### src/rtl/mem_d_arbiter.sv
// Arbiter sharing the data port of dual_port_mem between the core data interface (m0)
// and a secondary bus master (m1), with round-robin, bounded m1 burst lock and read routing.
module mem_d_arbiter #(
    parameter int DATA_W     = 32,
    parameter int ADDR_W     = 32,
    parameter int MASK_W     = 4,
    parameter int RD_LATENCY = 1,
    parameter int MAX_BURST  = 8
) (
    input  logic              clk,
    input  logic              reset,

    input  logic              m0_req,
    input  logic              m0_we,
    input  logic [MASK_W-1:0] m0_wmask,
    input  logic [ADDR_W-1:0] m0_addr,
    input  logic [DATA_W-1:0] m0_wdata,
    output logic              m0_gnt,
    output logic              m0_rvalid,
    output logic [DATA_W-1:0] m0_rdata,

    input  logic              m1_req,
    input  logic              m1_we,
    input  logic [MASK_W-1:0] m1_wmask,
    input  logic [ADDR_W-1:0] m1_addr,
    input  logic [DATA_W-1:0] m1_wdata,
    output logic              m1_gnt,
    output logic              m1_rvalid,
    output logic [DATA_W-1:0] m1_rdata,
    input  logic              m1_lock,

    output logic              mem_we,
    output logic [MASK_W-1:0] mem_wmask,
    output logic [ADDR_W-1:0] mem_a,
    output logic [DATA_W-1:0] mem_wd,
    input  logic [DATA_W-1:0] mem_rd,

    output logic              dbg_last_owner,
    output logic [7:0]        dbg_burst_cnt
);

    // Handshake: a master raises mN_req and holds its fields stable; the cycle in which
    // mN_gnt is high is the transfer. mN_rvalid is a single-cycle pulse with no back-pressure.

    localparam logic       OWNER_M0  = 1'b0;
    localparam logic       OWNER_M1  = 1'b1;
    localparam logic [7:0] BURST_LIM = 8'(MAX_BURST);

    logic                  last_owner;
    logic [7:0]            burst_cnt;
    logic                  lock_active;
    logic                  pick_m0;
    logic                  pick_m1;
    logic                  xfer;
    logic [RD_LATENCY-1:0] trk_valid;
    logic [RD_LATENCY-1:0] trk_owner;

    assign lock_active = m1_lock && (last_owner == OWNER_M1) && (burst_cnt < BURST_LIM);

    // Grants are held low while reset is asserted, even if requests are present.
    always_comb begin
        pick_m0 = 1'b0;
        pick_m1 = 1'b0;
        if (reset) begin
            if (m0_req && m1_req) begin
                if (lock_active || (last_owner == OWNER_M0)) begin
                    pick_m1 = 1'b1;
                end else begin
                    pick_m0 = 1'b1;
                end
            end else if (m0_req) begin
                pick_m0 = 1'b1;
            end else if (m1_req) begin
                pick_m1 = 1'b1;
            end
        end
    end

    assign m0_gnt = pick_m0;
    assign m1_gnt = pick_m1;
    assign xfer   = pick_m0 | pick_m1;

    assign mem_we    = pick_m1 ? m1_we    : (pick_m0 ? m0_we    : 1'b0);
    assign mem_wmask = pick_m1 ? m1_wmask : (pick_m0 ? m0_wmask : '0);
    assign mem_a     = pick_m1 ? m1_addr  : m0_addr;
    assign mem_wd    = pick_m1 ? m1_wdata : m0_wdata;

    always_ff @(posedge clk or negedge reset) begin
        if (!reset) begin
            last_owner <= OWNER_M1;
            burst_cnt  <= 8'd0;
        end else begin
            if (pick_m0) begin
                last_owner <= OWNER_M0;
            end else if (pick_m1) begin
                last_owner <= OWNER_M1;
            end
            if (pick_m0 || !m1_lock) begin
                burst_cnt <= 8'd0;
            end else if (pick_m1 && (burst_cnt < BURST_LIM)) begin
                burst_cnt <= burst_cnt + 8'd1;
            end
        end
    end

    // One entry per transfer; the tail lines up with the memory's read data.
    always_ff @(posedge clk or negedge reset) begin
        if (!reset) begin
            trk_valid <= '0;
            trk_owner <= '0;
        end else begin
            trk_valid[0] <= xfer && !mem_we;
            trk_owner[0] <= pick_m1;
            for (int i = 1; i < RD_LATENCY; i++) begin
                trk_valid[i] <= trk_valid[i-1];
                trk_owner[i] <= trk_owner[i-1];
            end
        end
    end

    assign m0_rvalid = trk_valid[RD_LATENCY-1] && (trk_owner[RD_LATENCY-1] == OWNER_M0);
    assign m1_rvalid = trk_valid[RD_LATENCY-1] && (trk_owner[RD_LATENCY-1] == OWNER_M1);
    assign m0_rdata  = mem_rd;
    assign m1_rdata  = mem_rd;

    assign dbg_last_owner = last_owner;
    assign dbg_burst_cnt  = burst_cnt;

endmodule

### config.mk
export PLATFORM = sky130hd
export DESIGN_NAME = mem_d_arbiter
export DESIGN_NICKNAME = d
export VERILOG_FILES = /design/src/rtl/mem_d_arbiter.sv
export SDC_FILE = /design/constraint.sdc
export NUM_CORES = 1
export LEC_CHECK = 0
export BUFFER_PORTS_ARGS = -buffer_cell sky130_fd_sc_hd__buf_4
export CAP_MARGIN = 5
export CORE_AREA = 2 2 123 125
export DETAILED_ROUTE_END_ITERATION = 8
export DIE_AREA = 0 0 125 127
export GPL_TIMING_DRIVEN = 0
export SETUP_SLACK_MARGIN = 0.5
export SLEW_MARGIN = 40
export SYNTH_ARGS = -nofsm -noshare
export SYNTH_HDL_FRONTEND = slang
export SYNTH_SLANG_ARGS = --single-unit
### constraint.sdc
create_clock -name clk -period 2.8 [get_ports clk]
set_input_delay 0.28 -clock clk [delete_from_list [all_inputs] [get_ports clk]]
set_output_delay 0.28 -clock clk [all_outputs]
set_load 0.005 [all_outputs]
==> results of run 1 <==
==> stage by stage <==
stage	instances	total power, µW	cell area, µm²
after global placement	667	868.1	4563
final	680	1180	4895
after global routing	680	1237	4895
after detailed placement	667	876.6	4563
after CTS	675	1149	4696
after floorplan	196	471.4	2178
==> power by group through the flow <==
stage / registers [µW] / clock network, µW / logic [µW]
5_1_grt: 175 / 276 / 786
2_1_floorplan: 175 / 0 / 296
3_5_place_dp: 176 / 0 / 700
4_1_cts: 174 / 266 / 708
6_report: 174 / 261 / 744
3_3_place_gp: 176 / 0 / 692
==> flip-flops by register name, indices dropped and copies added, names as in the netlist <==
name            count
dbg_burst_cnt       8
dbg_last_owner      1
trk_owner           1
trk_valid           1
==> cells in the final DEF (no fill, tap or decap) <==
cell             n
o221ai_1         1
mux2i_1          1
nand2_1          6
xor2_1           2
dfrtp_1         10
nor3_4           1
a31oi_4          1
and3_1           1
nand2b_1         1
buf_6           20
o21ai_0          1
nor2_1           8
a21oi_1          1
buf_2            1
nor2b_4          1
ha_1             1
o21a_1           1
a41oi_2          1
a32oi_1          1
a41o_1           1
nand3b_1         1
nand4_1          2
buf_4          336
a41oi_1          1
and2_1           4
nor2b_1          2
clkinv_2         1
nand3_1          2
nor2_4           1
clkbuf_16        6
dfstp_2          1
a22o_1           5
buf_12           8
mux2_4          64
dlygate4sd3_1    1
==> cells in the mapped netlist (all sizes together) <==
library cell / number
dfstp: 1
dfrtp: 10
o221ai: 1
a41oi: 2
a22o: 5
nor3: 1
o21a: 1
a41o: 1
and2: 4
nand3b: 1
nor2: 9
nand3: 2
nand2b: 1
a21oi: 1
mux2: 64
a31oi: 1
a32oi: 1
buf: 73
and3: 1
mux2i: 1
nand2: 6
o21ai: 1
xor2: 2
ha: 1
nor2b: 3
nand4: 2
==> cells by family after synthesis <==
| logic type | after synthesis | synth area share (%) |
|---|---|---|
| AOI/OAI and AO/OA | 14 | 5.514 |
| DFF | 11 | 12.69 |
| muxes | 65 | 43.88 |
| buffers and inverters | 73 | 29.01 |
| xor gates and xnor gates | 2 | 0.8043 |
| adders and majority gates | 1 | 0.5743 |
| and+or+nand+nor | 30 | 7.525 |
==> worst min-delay path by stage <==
stage                                  end  cells after the start
after floorplan           dbg_burst_cnt[0]                      0
after global placement    dbg_burst_cnt[1]                      1
after detailed placement  dbg_burst_cnt[2]                      1
after CTS                   dbg_last_owner                      1
after global routing        dbg_last_owner                      1
final                       dbg_last_owner                      1
==> metal layers <==
metal,vias to the layer above,GRT usage [%]
met5,-,0
met4,0,1.830
met3,6,2.219
met2,152,20.27
met1,1201,13.28
li1,1224,-
==> layout make-up <==
type / instances / area, µm² / area share, %
tap: 184 / 230.2 / 4.703
buffer: 73 / 645.6 / 13.19
multi-input combinational: 112 / 1310 / 26.76
clock buffer: 3 / 75.07 / 1.534
clock inverter: 1 / 5.005 / 0.1022
sequential: 11 / 276.5 / 5.649
timing repair buffer: 296 / 2352 / 48.06
==> what timing repair did <==
action | 4_1_cts | 5_1_grt
endpoints found under the hold margin | 10 | 0
hold buffers | 1 | 0
cloned | 0 | 3
pin swaps | 1 | 0
buffers inserted | 3 | 2
gates resized for setup | 4 | 27
endpoints found under the setup margin | 64 | 64
==> critical path: stages, from the launching register on <==
cell and delay, ps:
dfrtp_1 400, nor3_4 270, a31oi_4 130, nor2b_4 190, buf_12 160, buf_12 150
mux2_4 320, buf_4 140
==> qor.yml, run 1 <==
status:
  status: "finished, final reports clean"
place:
  numPortBuffers: 287
  dp_slack_ps: 579.1
  gp_congestion: 0.7882
  dp_hpwl_um: 8794
yosys:
  syn_inst: 196
  synth_area_leader_cell: "mux2_4"
  yosysWarnings: 0
  synth_nets: 372
  yosysTopAreaCellShare_pct: 41.36
  synthesis.area_um2: 2178
  yosys.cell_types.count: 34
  ys_ff_latch: 11
  syn_area_per_cell_um2: 11.11
  synth_seq_area_share_pct: 12.69
  synthTopCellsByArea: "mux2_4, buf_4, dfrtp_1"
power:
  p_clk_share_pct: 22.1
  cellPowerDensity_nw_per_um2: 241.0
  p_switching_uw: 302.9
  p_int_uw: 876.6
  cellLeakagePower_uw: 0.002661
  ir_drop_mv: 0.3453
  combPwrFrac_pct: 63.1
  seqPwrFrac_pct: 14.8
  swShare_pct: 25.68
routing:
  wl_per_cell_um: 15.18
  via_count: 2583
  met1_length_um: 3988
  firstDrtPassIters: 4
  top_layer: "met4"
  first_iter_violations: 63
  routed_wl_um: 10320
  vias_per_cell: 3.799
  ant_nets: 0
  route.met3.wl_um: 817
  drcViolationCount: 0
  dr_wl_met2_um: 5447
setup_path:
  reg2reg_depth: 6
  cp-startpoint: "dbg_burst_cnt[4]"
  worstPathRequired_ps: 2520
  r2r_setup_slack_ps: 1250
  path_max_fanout: 10
  r2r-start: "dbg_last_owner"
  crit_path_end_kind: "output pin"
  crit_arrival_ps: 2020
  r2r_end: "trk_owner"
  worst_setup_path_start_kind: "flip-flop"
  crit_end: "mem_a[26]"
  crit_type: "reg -> out"
grt:
  overflow: 0
  grt_pass1_wl_um: 14280
  track_usage_pct: 10.94
  grt_pass1_vias: 2636
  grt_max_degree: 12
  antenna_found_initial: 0
floorplan:
  die_w_um: 125
  initial_utilization_pct: 15.10
  die_h_um: 127
  core_um2: 14420
  rows: 44
  dieArea_um2: 15880
  ios: 321
timing:
  finalHoldViolations: 0
  tightest_slew_ps: 462.0
  setup_tns_ps: 0
  setup_viol: 0
  finalCritPeriodShare_pct: 82.01
  period_minus_slack_ps: 2296
  skew_ps: 0.7842
  fmax_mhz: 435.5
  slew_headroom_pct: 69.10
  rsz0062_at_grt: "true"
  setup_slack_ps: 503.6
  hold_ws_ps: 28.14
  maxSlewViolCount: 0
layout:
  nFillCells: 1503
  final_util_pct: 33.93
  final_layout_size_suffix_gt1_share_pct: 89.11
  n_antenna_cell: 0
  syn_to_final_growth_pct: 124.7
  final_nets: 673
cts:
  cts-htree-levels: 1
  cts_max_path_buffers: 2
  clkTransAtPathRegs_ps: 40
  cts_root_buffer: "clkbuf_16"
  insertion_delay_ps: 240
  cts_buffers: 3
  cts_sinks: 11
  tritoncts: "yes"
hold_path:
  min_path_type: "in -> async"
flow_run:
  drv_cap: 0
No activity file was read; power rests on OpenSTA's default activity.
==> inputs of run 2 (changes only) <==
--- a/config.mk
+++ b/config.mk
@@ -7,9 +7,9 @@
 export LEC_CHECK = 0
 export BUFFER_PORTS_ARGS = -buffer_cell sky130_fd_sc_hd__buf_4
 export CAP_MARGIN = 5
-export CORE_AREA = 2 2 123 125
+export CORE_AREA = 2 2 126 128
 export DETAILED_ROUTE_END_ITERATION = 8
-export DIE_AREA = 0 0 125 127
+export DIE_AREA = 0 0 128 130
 export GPL_TIMING_DRIVEN = 0
 export SETUP_SLACK_MARGIN = 0.5
 export SLEW_MARGIN = 40
==> constraint.sdc (replaced) <==
create_clock -name clk -period 2 [get_ports clk]
set_input_delay 0.2 -clock clk [delete_from_list [all_inputs] [get_ports clk]]
set_output_delay 0.2 -clock clk [all_outputs]
set_load 0.005 [all_outputs]
==> qor.yml, run 2 (synthesis results as in run 1) <==
status:
  status: "finished with violations"
  violations: "setup timing"
layout:
  final_cell_area_um2: 5236  # +7.0%
  final_cell_mix: "buf_4, buf_6, mux2_4"
  final_util_pct: 33.95  # about the same
  final_common_cell: "buf_4"
  final_layout_size_suffix_gt1_share_pct: 90.53  # +1.4 points
  n_antenna_cell: 0  # unchanged
  final_nets: 684  # +1.6%
  nFillCells: 1599  # +6.4%
  largest_reg_flops: 8  # unchanged
  syn_to_final_growth_pct: 140.4
grt:
  grt_max_degree: 11  # -1
  grt_pass1_vias: 2653  # +0.64%
  track_usage_pct: 11.33  # +0.39 points
  grt_pass1_wl_um: 14800  # +3.6%
  antenna_found_initial: 0  # unchanged
  grt_busiest_layer: "met2"
  grt_use_met2_pct: 20.73  # +0.46 points
  grt_use_met1_pct: 14.88  # +1.6 points
  use_met3_pct: 1.271  # -0.95 points
  overflow: 0  # unchanged
place:
  dp_hpwl_um: 9166  # +4.2%
  numPortBuffers: 287  # unchanged
  place_area_um2: 4588  # +0.55%
  gp_congestion: 0.7581  # -3.8%
cts:
  cts_sinks: 11  # unchanged
  cts_buffers: 3  # unchanged
  clkTransAtPathRegs_ps: 40  # about the same
  cts-htree-levels: 1  # unchanged
  cts_max_path_buffers: 2  # unchanged
  cts_root_buffer: "clkbuf_16"
  insertion_delay_ps: 240  # about the same
  tritoncts: "yes"
floorplan:
  rows: 46  # +4.5%
  die_h_um: 130  # +2.4%
  dieArea_um2: 16640  # +4.8%
  core_um2: 15420  # +6.9%
  initial_utilization_pct: 14.12  # -0.98 points
  die_w_um: 128  # +2.4%
  ios: 321  # unchanged
setup_path:
  path_max_fanout: 10  # unchanged
  crit_path_frequent_cell: "buf_12"
  worstPathRequired_ps: 1800  # -720 ps
  crit_path_end_kind: "output pin"
  cp-startpoint: "dbg_burst_cnt[4]"
  crit_arrival_ps: 1970  # -50 ps
  critPathTopFamily: "buffers and inverters"
  critical_path.max_stage_delay_ps: 410  # about the same
  path_buf_inv: 3  # unchanged
  cp_cell_sequence: "nor3_4, a31oi_4, nor2b_4, buf_12, buf_12, mux2_4, buf_6"
  crit_type: "reg -> out"
  worst_setup_path_start_kind: "flip-flop"
  r2r-start: "dbg_last_owner"
  slowest_stage: "dfrtp_1"
hold_path:
  min_path_type: "in -> reg"
  hold_start: "m0_we"
timing:
  period_minus_slack_ps: 2166
  slew_headroom_pct: 66.85  # -2.2 points
  skew_ps: 4.854  # +4.070 ps
  maxSlewViolCount: 0  # unchanged
  finalHoldViolations: 0  # unchanged
  rsz0062_at_grt: "true"
  tightest_slew_ps: 495.6  # +33.63 ps
  fmax_mhz: 461.6
  setup_tns_ps: -9797  # -9797 ps
  setup_slack_ps: -166.2  # -669.8 ps
  setup_viol: 69  # +69
  finalCritPeriodShare_pct: 108.3
power:
  ir_drop_mv: 0.4151  # +20%
  cellLeakagePower_uw: 0.002782  # +4.5%
  cellPowerDensity_nw_per_um2: 337.3  # +40%
  power_uw: 1766  # +50%
routing:
  via_count: 2622  # +1.5%
  drcViolationCount: 0  # unchanged
  firstDrtPassIters: 4  # unchanged
  routed_wl_um: 11210  # +8.7%
  wl_per_cell_um: 16.04  # +5.7%
  ant_nets: 0  # unchanged
  first_iter_violations: 73  # +16%
  vias_per_cell: 3.751  # -1.2%
flow_run:
  drv_cap: 0  # unchanged
-- run 2: path summary, 6_finish.rpt --
path	to	slack [ps]	depth (start not counted)
max	mem_a[22]	-170	7
min	trk_valid	150	2
max reg2reg	trk_valid	300	8
min reg2reg	dbg_burst_cnt[4]	570	1
max in group asynchronous	dbg_burst_cnt[1]	1110	2
min in group asynchronous	dbg_burst_cnt[5]	560	2
-- run 2: cell type report --
| cell class | count | area [µm²] | share of cell area [%] |
|---|---|---|---|
| multi-input combinational | 112 | 1379 | 26.33 |
| buffer | 73 | 645.6 | 12.33 |
| sequential | 11 | 276.5 | 5.281 |
| clock buffer | 4 | 78.83 | 1.505 |
| timing repair buffer | 307 | 2616 | 49.96 |
| tap | 192 | 240.2 | 4.588 |
-- run 2: timing repair --
| action | CTS | global route |
|---|---|---|
| buffers inserted | 11 | 6 |
| pin swaps | 3 | 10 |
| gates cloned | 1 | 0 |
| hold buffers | 2 | 0 |
| hold endpoints to repair | 10 | 0 |
| endpoints found under the setup margin | 73 | 79 |
| resized for setup | 81 | 12 |
-- run 2: per-stage QoR --
| step | instances | hold slack, ps | setup slack, ps |
|---|---|---|---|
| 5_1_grt | 699 | 157.4 | -255.6 |
| 4_1_cts | 693 | 143.7 | -181.1 |
| 3_5_place_dp | 675 | 64.34 | -144.2 |
| 2_1_floorplan | 196 | -95.59 | 216.6 |
| 6_report | 699 | 147.4 | -166.2 |
| 3_3_place_gp | 675 | 62.75 | -115.1 |
-- run 2: where the power goes --
part	internal, µW	switching, µW	total (µW)
Sequential	234	7.78	242
Combinational	804	359	1160
Clock	267	94.1	361
-- run 2: layer usage --
metal | vias up | routed length, µm
met4 | 0 | 46
met3 | 7 | 694
met5 | - | 0
li1 | 1249 | -
met1 | 1235 | 4592
met2 | 131 | 5880
